### src/rtl/ctrl_reg_bridge_if.sv
// Core-side load/store request and response channel of the control-register bridge.
// The core drives the master modport and the bridge takes the slave modport.
interface ctrl_reg_bridge_if;
  logic        req_valid;
  logic        req_ready;
  logic        req_we;
  logic [31:0] req_addr;
  logic [31:0] req_wdata;
  logic [3:0]  req_wstrb;
  logic        resp_valid;
  logic        resp_ready;
  logic [31:0] resp_rdata;
  logic        resp_err;

  modport master (
    output req_valid, req_we, req_addr, req_wdata, req_wstrb, resp_ready,
    input  req_ready, resp_valid, resp_rdata, resp_err
  );

  modport slave (
    input  req_valid, req_we, req_addr, req_wdata, req_wstrb, resp_ready,
    output req_ready, resp_valid, resp_rdata, resp_err
  );
endinterface

### src/rtl/ctrl_reg_bridge.sv
// Front-end for the control-register scratch RAM: decodes and range-checks core requests,
// does read-modify-write for byte-strobed stores, and returns one response per request.
module ctrl_reg_bridge #(
  parameter logic [31:0] BASE_ADDR   = 32'h8000_0000,
  parameter int          NUM_WORDS   = 16,
  parameter int          RAM_LATENCY = 1
) (
  input  logic                 clk,
  input  logic                 rstn,
  ctrl_reg_bridge_if.slave     bus,
  output logic                 ram_we,
  output logic [31:0]          ram_addr,
  output logic [31:0]          ram_din,
  input  logic [31:0]          ram_dout
);

  localparam int             CW        = (RAM_LATENCY > 1) ? $clog2(RAM_LATENCY) : 1;
  localparam logic [CW-1:0]  CNT_LAST  = CW'(RAM_LATENCY - 1);
  localparam logic [31:0]    WIN_BYTES = 32'(4 * NUM_WORDS);
  localparam logic [3:0]     IDX_MASK  = 4'(NUM_WORDS - 1);

  typedef enum logic [2:0] {
    ST_IDLE,
    ST_RD,
    ST_WAIT,
    ST_WR,
    ST_RESP
  } state_t;

  state_t state_reg;
  state_t state_next;

  logic          we_reg;
  logic          err_reg;
  logic [3:0]    wstrb_reg;
  logic [3:0]    addr_reg;
  logic [31:0]   din_reg;
  logic [31:0]   rdata_reg;
  logic [CW-1:0] cnt_reg;
  logic          ready_en_reg;

  logic          req_ready_c;
  logic          resp_valid_c;
  logic          ram_we_c;

  // ---------------------------------------------------------------- decode
  logic [31:0] off;
  logic        dec_err;
  logic [3:0]  dec_idx;
  logic        accept;
  logic        store_none;
  logic        store_full;
  logic        cnt_last;
  logic [31:0] merged;

  // Addresses below the base wrap to a huge offset and fail the window test.
  assign off        = bus.req_addr - BASE_ADDR;
  assign dec_err    = (bus.req_addr[1:0] != 2'b00) || (off >= WIN_BYTES);
  assign dec_idx    = off[5:2] & IDX_MASK;
  assign accept     = bus.req_valid && req_ready_c;
  assign store_none = bus.req_we && (bus.req_wstrb == 4'h0);
  assign store_full = bus.req_we && (bus.req_wstrb == 4'hF);
  assign cnt_last   = (cnt_reg == CNT_LAST);

  for (genvar gi = 0; gi < 4; gi++) begin : g_merge
    assign merged[8*gi +: 8] = wstrb_reg[gi] ? din_reg[8*gi +: 8] : ram_dout[8*gi +: 8];
  end

  // ---------------------------------------------------------------- state register
  always_ff @(posedge clk or negedge rstn) begin
    if (!rstn) begin
      state_reg <= ST_IDLE;
    end else begin
      state_reg <= state_next;
    end
  end

  // ---------------------------------------------------------------- next state
  always_comb begin
    state_next = state_reg;
    case (state_reg)
      ST_IDLE: begin
        if (accept) begin
          if (dec_err || store_none) begin
            state_next = ST_RESP;
          end else if (store_full) begin
            state_next = ST_WR;
          end else begin
            state_next = ST_RD;
          end
        end
      end
      ST_RD:   state_next = ST_WAIT;
      ST_WAIT: begin
        if (cnt_last) begin
          state_next = we_reg ? ST_WR : ST_RESP;
        end
      end
      ST_WR:   state_next = ST_RESP;
      ST_RESP: begin
        if (bus.resp_ready) begin
          state_next = ST_IDLE;
        end
      end
      default: state_next = ST_IDLE;
    endcase
  end

  // ---------------------------------------------------------------- outputs
  // ready_en_reg keeps req_ready low until the first edge after reset release.
  always_comb begin
    req_ready_c  = 1'b0;
    resp_valid_c = 1'b0;
    ram_we_c     = 1'b0;
    case (state_reg)
      ST_IDLE: req_ready_c  = ready_en_reg;
      ST_WR:   ram_we_c     = 1'b1;
      ST_RESP: resp_valid_c = 1'b1;
      default: ;
    endcase
  end

  assign bus.req_ready  = req_ready_c;
  assign bus.resp_valid = resp_valid_c;
  assign bus.resp_rdata = rdata_reg;
  assign bus.resp_err   = err_reg;
  assign ram_we         = ram_we_c;
  assign ram_addr       = {28'd0, addr_reg};
  assign ram_din        = din_reg;

  // ---------------------------------------------------------------- datapath
  // din_reg holds the store data and is overwritten with the merged word on a
  // partial store, so WR always drives ram_din straight from it.
  always_ff @(posedge clk or negedge rstn) begin
    if (!rstn) begin
      we_reg       <= 1'b0;
      err_reg      <= 1'b0;
      wstrb_reg    <= 4'h0;
      addr_reg     <= 4'h0;
      din_reg      <= 32'h0;
      rdata_reg    <= 32'h0;
      cnt_reg      <= '0;
      ready_en_reg <= 1'b0;
    end else begin
      ready_en_reg <= 1'b1;
      if (accept) begin
        we_reg    <= bus.req_we;
        err_reg   <= dec_err;
        wstrb_reg <= bus.req_wstrb;
        rdata_reg <= 32'h0;
        cnt_reg   <= '0;
        if (!dec_err && !store_none) begin
          addr_reg <= dec_idx;
        end
        if (!dec_err && bus.req_we) begin
          din_reg <= bus.req_wdata;
        end
      end
      if (state_reg == ST_WAIT) begin
        cnt_reg <= cnt_reg + 1'b1;
        if (cnt_last) begin
          if (we_reg) begin
            din_reg <= merged;
          end else begin
            rdata_reg <= ram_dout;
          end
        end
      end
    end
  end

endmodule

### src/flat_wrapper.sv
// flat-port wrapper written by rule: the top's interface ports become plain ports
module ctrl_reg_bridge_flat 
#(
  parameter logic [31:0] BASE_ADDR   = 32'h8000_0000,
  parameter int          NUM_WORDS   = 16,
  parameter int          RAM_LATENCY = 1
)
  (clk, rstn, ram_we, ram_addr, ram_din, ram_dout, bus_req_valid, bus_req_we, bus_req_addr, bus_req_wdata, bus_req_wstrb, bus_resp_ready, bus_req_ready, bus_resp_valid, bus_resp_rdata, bus_resp_err);
  ctrl_reg_bridge_if bus_i ();
  input  logic clk;
  input  logic rstn;
  output logic ram_we;
  output logic [31:0] ram_addr;
  output logic [31:0] ram_din;
  input  logic [31:0] ram_dout;
  input wire logic [$bits(bus_i.req_valid)-1:0] bus_req_valid;
  input wire logic [$bits(bus_i.req_we)-1:0] bus_req_we;
  input wire logic [$bits(bus_i.req_addr)-1:0] bus_req_addr;
  input wire logic [$bits(bus_i.req_wdata)-1:0] bus_req_wdata;
  input wire logic [$bits(bus_i.req_wstrb)-1:0] bus_req_wstrb;
  input wire logic [$bits(bus_i.resp_ready)-1:0] bus_resp_ready;
  output wire logic [$bits(bus_i.req_ready)-1:0] bus_req_ready;
  output wire logic [$bits(bus_i.resp_valid)-1:0] bus_resp_valid;
  output wire logic [$bits(bus_i.resp_rdata)-1:0] bus_resp_rdata;
  output wire logic [$bits(bus_i.resp_err)-1:0] bus_resp_err;
  assign bus_i.req_valid = bus_req_valid;
  assign bus_i.req_we = bus_req_we;
  assign bus_i.req_addr = bus_req_addr;
  assign bus_i.req_wdata = bus_req_wdata;
  assign bus_i.req_wstrb = bus_req_wstrb;
  assign bus_i.resp_ready = bus_resp_ready;
  assign bus_req_ready = bus_i.req_ready;
  assign bus_resp_valid = bus_i.resp_valid;
  assign bus_resp_rdata = bus_i.resp_rdata;
  assign bus_resp_err = bus_i.resp_err;
  ctrl_reg_bridge #(.BASE_ADDR(BASE_ADDR), .NUM_WORDS(NUM_WORDS), .RAM_LATENCY(RAM_LATENCY)) u_core (.clk(clk), .rstn(rstn), .bus(bus_i), .ram_we(ram_we), .ram_addr(ram_addr), .ram_din(ram_din), .ram_dout(ram_dout));
endmodule
### config.mk
export PLATFORM = sky130hd
export DESIGN_NAME = ctrl_reg_bridge_flat
export DESIGN_NICKNAME = d
export VERILOG_FILES = /design/src/rtl/ctrl_reg_bridge_if.sv /design/src/rtl/ctrl_reg_bridge.sv /design/src/flat_wrapper.sv
export SDC_FILE = /design/constraint.sdc
export NUM_CORES = 1
export LEC_CHECK = 0
export CORE_UTILIZATION = 39
export CTS_CLUSTER_SIZE = 20
export DETAILED_ROUTE_END_ITERATION = 8
export PLACE_DENSITY_LB_ADDON = 0.08
export SETUP_SLACK_MARGIN = 0.1
export SKIP_CTS_REPAIR_TIMING = 1
export SYNTH_ARGS = -nofsm -noshare
export SYNTH_HDL_FRONTEND = slang
export SYNTH_SLANG_ARGS = --single-unit
### constraint.sdc
create_clock -name clk -period 2.22 [get_ports clk]
set_input_delay 0.333 -clock clk [delete_from_list [all_inputs] [get_ports clk]]
set_output_delay 0.333 -clock clk [all_outputs]
set_load 0.01 [all_outputs]
==> run summary, run 1 <==
At the placement stage, the worst setup path has a slack of -0.211 ns. The logs give 2 for the worst-case clock buffer depth and 9790 sq um for the area of the die. The synthesized instance count was 342. The chip width works out to 98.9 microns. The run gives 480 MHz as the timing-limited maximum frequency.

The post-synthesis instance area came out at 3660 sq um. The number of warnings printed during yosys synthesis came out at 0. The run finished with clean final reports. 0 antenna diodes ended up in the layout. The synthesis-stage register bit count is 79. The slowest stage of the critical path belongs to the cell sky130_fd_sc_hd__or4_4. After legalization and detailed placement, the total HPWL measured 7.15 mm. Cell area after placement: 5470 sq um. The floorplan has 35 rows.

At the later pin of the worst-skew pair, clock insertion delay measures 0.34 ns. The first global-routing pass estimated 16.1 mm of wire. The required time reported for the critical path endpoint is 2.46 ns. The run gives 9150 sq um as the placeable core area. The vertical die dimension was 98.9 microns; the count of TritonRoute iterations in the first routing pass was 4. The tools report the critical register-to-register path endpoint as u_core.ram_din[20]. The total of max-cap violations was 0. The maximum number of pins on one net before global-route repair was 45. The critical path goes through clkdlybuf4s50_1 > nor4_1 > nand4_1 > or4_4 > clkbuf_16 > o32a_1 > o21a_1. Setup repair after global routing could not meet its margin everywhere. Number of antenna violations at the first check in global routing: 0. In this run the register-to-register setup slack is 0.16 ns.

The clock skew was 0.00813 ns; the via count normalized by instance count was 5.07. The number of cells on the worst reg-to-reg path is 6, and the DRC marker count from the first detailed-route iteration is 136. The logs give 3233 for the detailed-route via count and 9 for the number of CTS-inserted buffers. The number of port buffers is 176. The total power density per cell area works out to 575 nW/um^2. The number of endpoints with negative hold slack in the final report was 0. The critical path startpoint category was an input pin. In this run the clock root is driven by a sky130_fd_sc_hd__clkbuf_8.

Ratio of final minimum period to clock period: 93.9%. Setup violations remaining at the end of the flow were counted as 0. In the global route stage, overall resource usage came out at 21.1%.

In this run the critical register-to-register path is launched from u_core.state_reg[2]. The category of the most critical setup path was input pin to register. The synthesized area per cell is 10.7 sq um, and the number of nets in the layout is 627. Data arrives at the worst endpoint at 2.32 ns. Compared with the post-synthesis result, the final layout area differs by 58.1%. Number of remaining DRC errors: 0. The run gives 3 as the H-tree depth reported by CTS.

The run gives 79 as the clock sink total. In the final routed layout, each cell accounts on average for 16.2 microns. 205 I/O pins were placed.

Type of the most critical hold path: input pin to asynchronous set/reset pin. The run gives 3286 as the number of global-route vias before repair. Of the synthesized area, sequential elements account for 54.0%.

At the end of routability-driven placement, the weighted congestion stood at 0.724. STA classifies the critical path endpoint as a register. After global routing the overflow that remains totals 0. Post-CTS clock slew at the launch and capture registers of the worst setup and hold paths: 0.08 ns. Summed over all layers, the routed wires come to 10.3 mm.

Once routing completed, OpenROAD measured the worst setup slack at 0.136 ns. For the maximum ir drop on the vdd rail, the log shows 384 uV. The leakage power figure is 2.36 nW, and the effective utilization at floorplan is 40.0%.

The peak fanout along the critical path was 9. The share of layout cells above drive strength 1 came out at 9.68%. The tools report the utilization after layout as 63.3%.

TritonCTS built the clock tree. The number of different library cells used by synthesis comes to 31. The delay contributed by the slowest stage of the critical path came out at 0.57 ns.

Max-slew violation total from the final report: 0. The count of antenna-violating nets left after detailed routing came out at 0. The time the final worst path needs with I/O delays and setup was 2.08 ns; the final design area excluding fillers was 5790 sq um.
[cells in the mapped netlist]
cell type / count / area, sq um
sky130_fd_sc_hd__mux2_2: 8 / 90.1
sky130_fd_sc_hd__conb_1: 2 / 7.51
sky130_fd_sc_hd__and2_1: 1 / 6.26
sky130_fd_sc_hd__buf_4: 29 / 218
sky130_fd_sc_hd__o21ai_4: 4 / 65.1
sky130_fd_sc_hd__nand2_1: 68 / 255
sky130_fd_sc_hd__mux2i_1: 1 / 10.0
sky130_fd_sc_hd__nor3_1: 1 / 5.00
sky130_fd_sc_hd__nand3_1: 3 / 15.0
sky130_fd_sc_hd__or4_1: 1 / 7.51
sky130_fd_sc_hd__and2b_1: 1 / 7.51
sky130_fd_sc_hd__nand2_2: 1 / 6.26
sky130_fd_sc_hd__o22ai_1: 1 / 6.26
sky130_fd_sc_hd__nor4_1: 7 / 43.8
sky130_fd_sc_hd__nand4_1: 2 / 12.5
sky130_fd_sc_hd__o21a_1: 32 / 240
sky130_fd_sc_hd__nand2b_1: 1 / 6.26
sky130_fd_sc_hd__inv_1: 2 / 7.51
sky130_fd_sc_hd__a211oi_1: 1 / 7.51
sky130_fd_sc_hd__buf_6: 3 / 33.8
sky130_fd_sc_hd__nor4b_4: 1 / 23.8
sky130_fd_sc_hd__nor4b_1: 1 / 8.76
sky130_fd_sc_hd__buf_1: 4 / 15.0
sky130_fd_sc_hd__o32a_1: 32 / 320
sky130_fd_sc_hd__nor2_1: 4 / 15.0
sky130_fd_sc_hd__dfrtp_1: 79 / 1980
sky130_fd_sc_hd__o21ai_0: 36 / 180
sky130_fd_sc_hd__or3b_2: 1 / 8.76
sky130_fd_sc_hd__clkbuf_1: 12 / 45.0
sky130_fd_sc_hd__buf_2: 2 / 10.0
sky130_fd_sc_hd__o221ai_1: 1 / 8.76
[cell families after synthesis]
logic type	after synthesis	synth area share (%)
and+or+nand+nor	93	11.5
buffers and inverters	52	8.98
muxes	9	2.73
AOI/OAI and AO/OA	107	22.6
other	2	0.205
DFF	79	54.0
[cells in the final DEF, fill, tap and decap left out, drive strengths merged]
master / count
o221ai: 1
o21a: 32
dlygate4sd3: 1
conb: 29
bufinv: 3
a211oi: 1
and2b: 1
inv: 3
nand2: 69
nor2: 4
o21ai: 40
nand3: 3
clkbuf: 12
nor4: 7
clkdlybuf4s50: 174
o32a: 32
or3b: 1
o22ai: 1
clkinv: 1
nand2b: 1
dlymetal6s2s: 1
mux2: 8
and2: 1
dfrtp: 79
nor4b: 2
buf: 15
nor3: 1
mux2i: 1
or4: 1
nand4: 2
[worst max-delay path, delay by kind of cell]
| family | cells | cell delay [ns] |
|---|---|---|
| AOI/OAI and AO/OA | 2 | 0.28 |
| buffers and inverters | 2 | 0.60 |
| and+or+nand+nor | 3 | 1.10 |
[metrics by stage]
step / power [mW] / hold WS (ns) / instances / setup TNS [ns]
2_1_floorplan: 1.74 / 0.0374 / 369 / 0
3_3_place_gp: 2.04 / 0.327 / 617 / -3.74
3_5_place_dp: 2.05 / 0.325 / 617 / -7.10
4_1_cts: 3.35 / -0.0524 / 633 / 0
5_1_grt: 3.46 / 0.513 / 638 / 0
6_report: 3.33 / 0.491 / 638 / 0
[routing by layer]
layer	vias to the layer above	track usage (%)	part of all wire [%]	wire, microns
li1	1534	-	-	-
met1	1560	27.5	44	4590
met2	130	34.6	48	4910
met3	9	4.96	6.8	701
met4	0	7.23	1.1	116
met5	-	0	0	0
[area by class of cell]
type	instances	area [sq um]
clock buffer	11	141
clock inverter	5	104
fill	790	3360
inverter	2	7.51
multi-input combinational	238	1480
sequential	79	1980
tap	111	139
timing repair buffer	192	1940
[worst max path at each step]
stage	startpoint	end	slack [ns]
finish	bus_req_addr[29]	u_core.ram_din[5]	0.14
global route	bus_req_addr[21]	u_core.ram_din[14]	0.05
CTS	u_core.state_reg[2]	bus_req_ready	0.11
detailed placement	bus_req_addr[29]	u_core.ram_din[21]	-0.21
global placement	bus_req_addr[21]	u_core.ram_din[14]	-0.12
floorplan	u_core.state_reg[2]	u_core.ram_din[17]	0.08
[power breakdown]
group / total (mW) / internal [mW] / switching, mW
clock: 1.31 / 0.781 / 0.528
sequential: 1.58 / 1.49 / 0.0889
combinational: 0.439 / 0.277 / 0.162
total: 3.33 / 2.55 / 0.779
Power figures use the tool's default switching activity.
==> run 2, diff against run 1 <==
--- a/config.mk
+++ b/config.mk
@@ -8,6 +8,7 @@
 export CORE_UTILIZATION = 39
 export CTS_CLUSTER_SIZE = 20
 export DETAILED_ROUTE_END_ITERATION = 8
+export GPL_ROUTABILITY_DRIVEN = 0
 export PLACE_DENSITY_LB_ADDON = 0.08
 export SETUP_SLACK_MARGIN = 0.1
 export SKIP_CTS_REPAIR_TIMING = 1
==> results of run 2 <==
Same layout as run 1: the final DEF is identical, and so are final timing and power.
==> run 3, diff against run 2 <==
--- a/config.mk
+++ b/config.mk
@@ -10,6 +10,7 @@
 export DETAILED_ROUTE_END_ITERATION = 8
 export GPL_ROUTABILITY_DRIVEN = 0
 export PLACE_DENSITY_LB_ADDON = 0.08
+export REMOVE_ABC_BUFFERS = 1
 export SETUP_SLACK_MARGIN = 0.1
 export SKIP_CTS_REPAIR_TIMING = 1
 export SYNTH_ARGS = -nofsm -noshare
==> run 3 against run 2 <==
Compared with the run above: register-to-register slack improved by 0.03 ns; core utilization barely moved; fmax rose by 2.4%; clock skew rose by 0.0055 ns; final area barely moved; worst setup slack improved by 0.049 ns; clock-buffer cell count rose by 2; via count fell by 1.3%; largest cell class unchanged.
==> run summary, run 3 (synthesis gave the netlist of run 1 again) <==
The run finished with clean final reports. The part of the total power dissipated in sequential elements is 49.1%. The leakage power figure is 2.40 nW.

Max-cap violations in this run came to 0. In this run the count of I/O pins placed on the die edge is 205. The number of rows in the core area is 35. STA classifies the critical path endpoint as a register. Dividing the detail-routed via count by the number of cells gives 4.98. The chip width is 98.9 microns, and the DRC marker count from the first detailed-route iteration is 152.

The number of clock buffers added by TritonCTS is 9. For the number of inserted diodes, the log shows 0. The min-delay analysis places its worst path in the category register to register. The timing-limited maximum frequency was 491 MHz; the detailed-route via count was 3190. In the final routed layout, each cell accounts on average for 15.9 microns.

The clock passes through at most 2 buffers. The tools report the clock skew as 0.0136 ns. The tools report the number of remaining DRC errors as 0. The total negative slack for setup checks is 0 ns. Number of port buffers: 176. The tree is rooted in a sky130_fd_sc_hd__clkbuf_8. The initial utilization of the core area, before any placement, comes to 40.0%. Setup slack on the critical path of the routed design comes to 0.185 ns. For the first-pass GRT wire length, the log shows 16.0 mm.

At the worst endpoint, the arrival time is 2.26 ns. The required time reported for the critical path endpoint is 2.45 ns, and the global router's overall resource usage is 20.8%. Before CTS, the worst setup slack after placement is -0.298 ns. The run gives 7.01 mm as the estimated wirelength of the detail-placed design. In the final layout, flip-flops and latches occupy 1980 sq um.

The number of setup violations in the final report came out at 0. The die covers 9790 sq um. In this run the remaining antenna-violating nets after routing total 0. Measured along the y axis, the die boundary spans 98.9 microns. Counting the fill cells in the layout gives 770. Summed over all layers, the routed wires come to 10.1 mm.

Setup repair after global routing could not meet its margin everywhere. The number of nets in the layout came out at 629. The core region is 9150 sq um.

The smallest clock period supported by the final layout is computed as 2.03 ns. Maximum ir drop on the vdd rail: 351 uV. The placed instances occupy a cell area of 5490 sq um. The met3 layer usage reported by global route came out at 6.52%. The tools report the number of global-route vias before repair as 3237. TritonCTS built the clock tree. Once layout is done, the placed cells without fillers occupy 5790 sq um. In this run the power density over the cells is 556 nW/um^2. Relative to the synthesized area, the layout overhead comes to 58.0%. The run gives 0 as the max-slew violation total from the final report. The clock drives 79 sinks.

Net switching is 23.4% of the power. The post-route netlist has 9.64% of its cells at a drive strength greater than 1. The worst pin sits at a relative slew slack of 64.7%. The H-tree depth reported by CTS is 3.

Clock-pin slew was measured on the worst setup and hold paths at 0.07 ns. The net switching power of the design came out at 0.753 mW. The run gives 0 as the number of antenna violations at the first check in global routing. The critical path is of the register to register type. In the global route stage, met1 resource usage came out at 27.2%. The run gives 0 as the number of endpoints with negative hold slack in the final report. The first detailed-routing pass ran for 6 iterations. Of the available clock period, the critical path in the final layout requires 91.6%. The commonest non-fill, non-tap cell in the layout was sky130_fd_sc_hd__clkdlybuf4s50_1. The internal portion of total power was 2.47 mW; the transition time at the pin with the least slew margin was 0.529 ns.

For the worst-skew pair, the clock arrives at the later sink with an insertion delay of 0.34 ns. Of all nets on the critical path, the largest fanout is 18. Global routing used 33.6% of the available met2 tracks. The clock network fraction of design power came out at 37.1%. In the layout the commonest cells are 172 x sky130_fd_sc_hd__clkdlybuf4s50_1, 79 x sky130_fd_sc_hd__dfrtp_1, 68 x sky130_fd_sc_hd__nand2_1, 36 x sky130_fd_sc_hd__o21ai_0.

Entering global routing, the biggest net connects 43 pins. The critical path startpoint category is a register. The global routing stage identified its most utilized layer as met2. Combined area of the multi-input logic cells: 1480 sq um. The relative contribution of combinational cells to total power came out at 13.8%.

The tools report the overall overflow remaining after global route as 0.
## run 3: metrics by stage
| step | util (%) | cells | power (mW) | hold WS (ns) |
|---|---|---|---|---|
| finish | 63.3 | 640 | 3.22 | 0.482 |
| global route | 63.3 | 640 | 3.37 | 0.510 |
| CTS | 62.5 | 638 | 3.25 | -0.0340 |
| detailed placement | 60.0 | 622 | 2.05 | 0.348 |
| global placement | 60.0 | 622 | 2.05 | 0.343 |
| floorplan | - | 319 | 1.70 | 0.0374 |
## run 3: layer usage
metal | vias up | part of all wire, %
met5 | - | 0
met4 | 0 | 1.4
met3 | 10 | 5.8
met2 | 108 | 47
met1 | 1538 | 45
li1 | 1534 | -
## run 3: critical path, stage by stage, from the launching register on
cell and delay, ns:
sky130_fd_sc_hd__dfrtp_1 0.41, sky130_fd_sc_hd__nor4b_4 0.34, sky130_fd_sc_hd__nand2_2 0.09, sky130_fd_sc_hd__or4_4 0.57
sky130_fd_sc_hd__clkbuf_16 0.23, sky130_fd_sc_hd__o32a_1 0.18, sky130_fd_sc_hd__o21a_1 0.10
## run 3: cell type report
type / count / share of cell area (%)
flip-flops and latches: 79 / 34.1
repair buffers: 194 / 33.8
multi-input cells: 238 / 25.6
clock buffers: 13 / 2.74
well taps: 111 / 2.40
clock inverters: 3 / 1.12
inverters: 2 / 0.130
## run 3: worst paths after layout
check,slack [ns],end,start,depth (start not counted)
worst max-delay path,0.19,u_core.ram_din[8],u_core.state_reg[0],6
worst min-delay path,0.48,u_core.bus.resp_err,u_core.bus.resp_err,2
worst max register to register,0.19,u_core.ram_din[8],u_core.state_reg[0],6
worst min register to register,0.48,u_core.bus.resp_err,u_core.bus.resp_err,2
max in group asynchronous,1.14,u_core.ram_din[8],rstn,3
min in group asynchronous,0.49,u_core.ram_din[2],rstn,2
## run 3: power by group through the flow
stage	Clock (mW)	Combinational, mW	Sequential [mW]
detailed placement	0	0.448	1.61
finish	1.19	0.445	1.58
global route	1.30	0.480	1.59
CTS	1.23	0.450	1.58
global placement	0	0.444	1.60
floorplan	0	0.0961	1.60
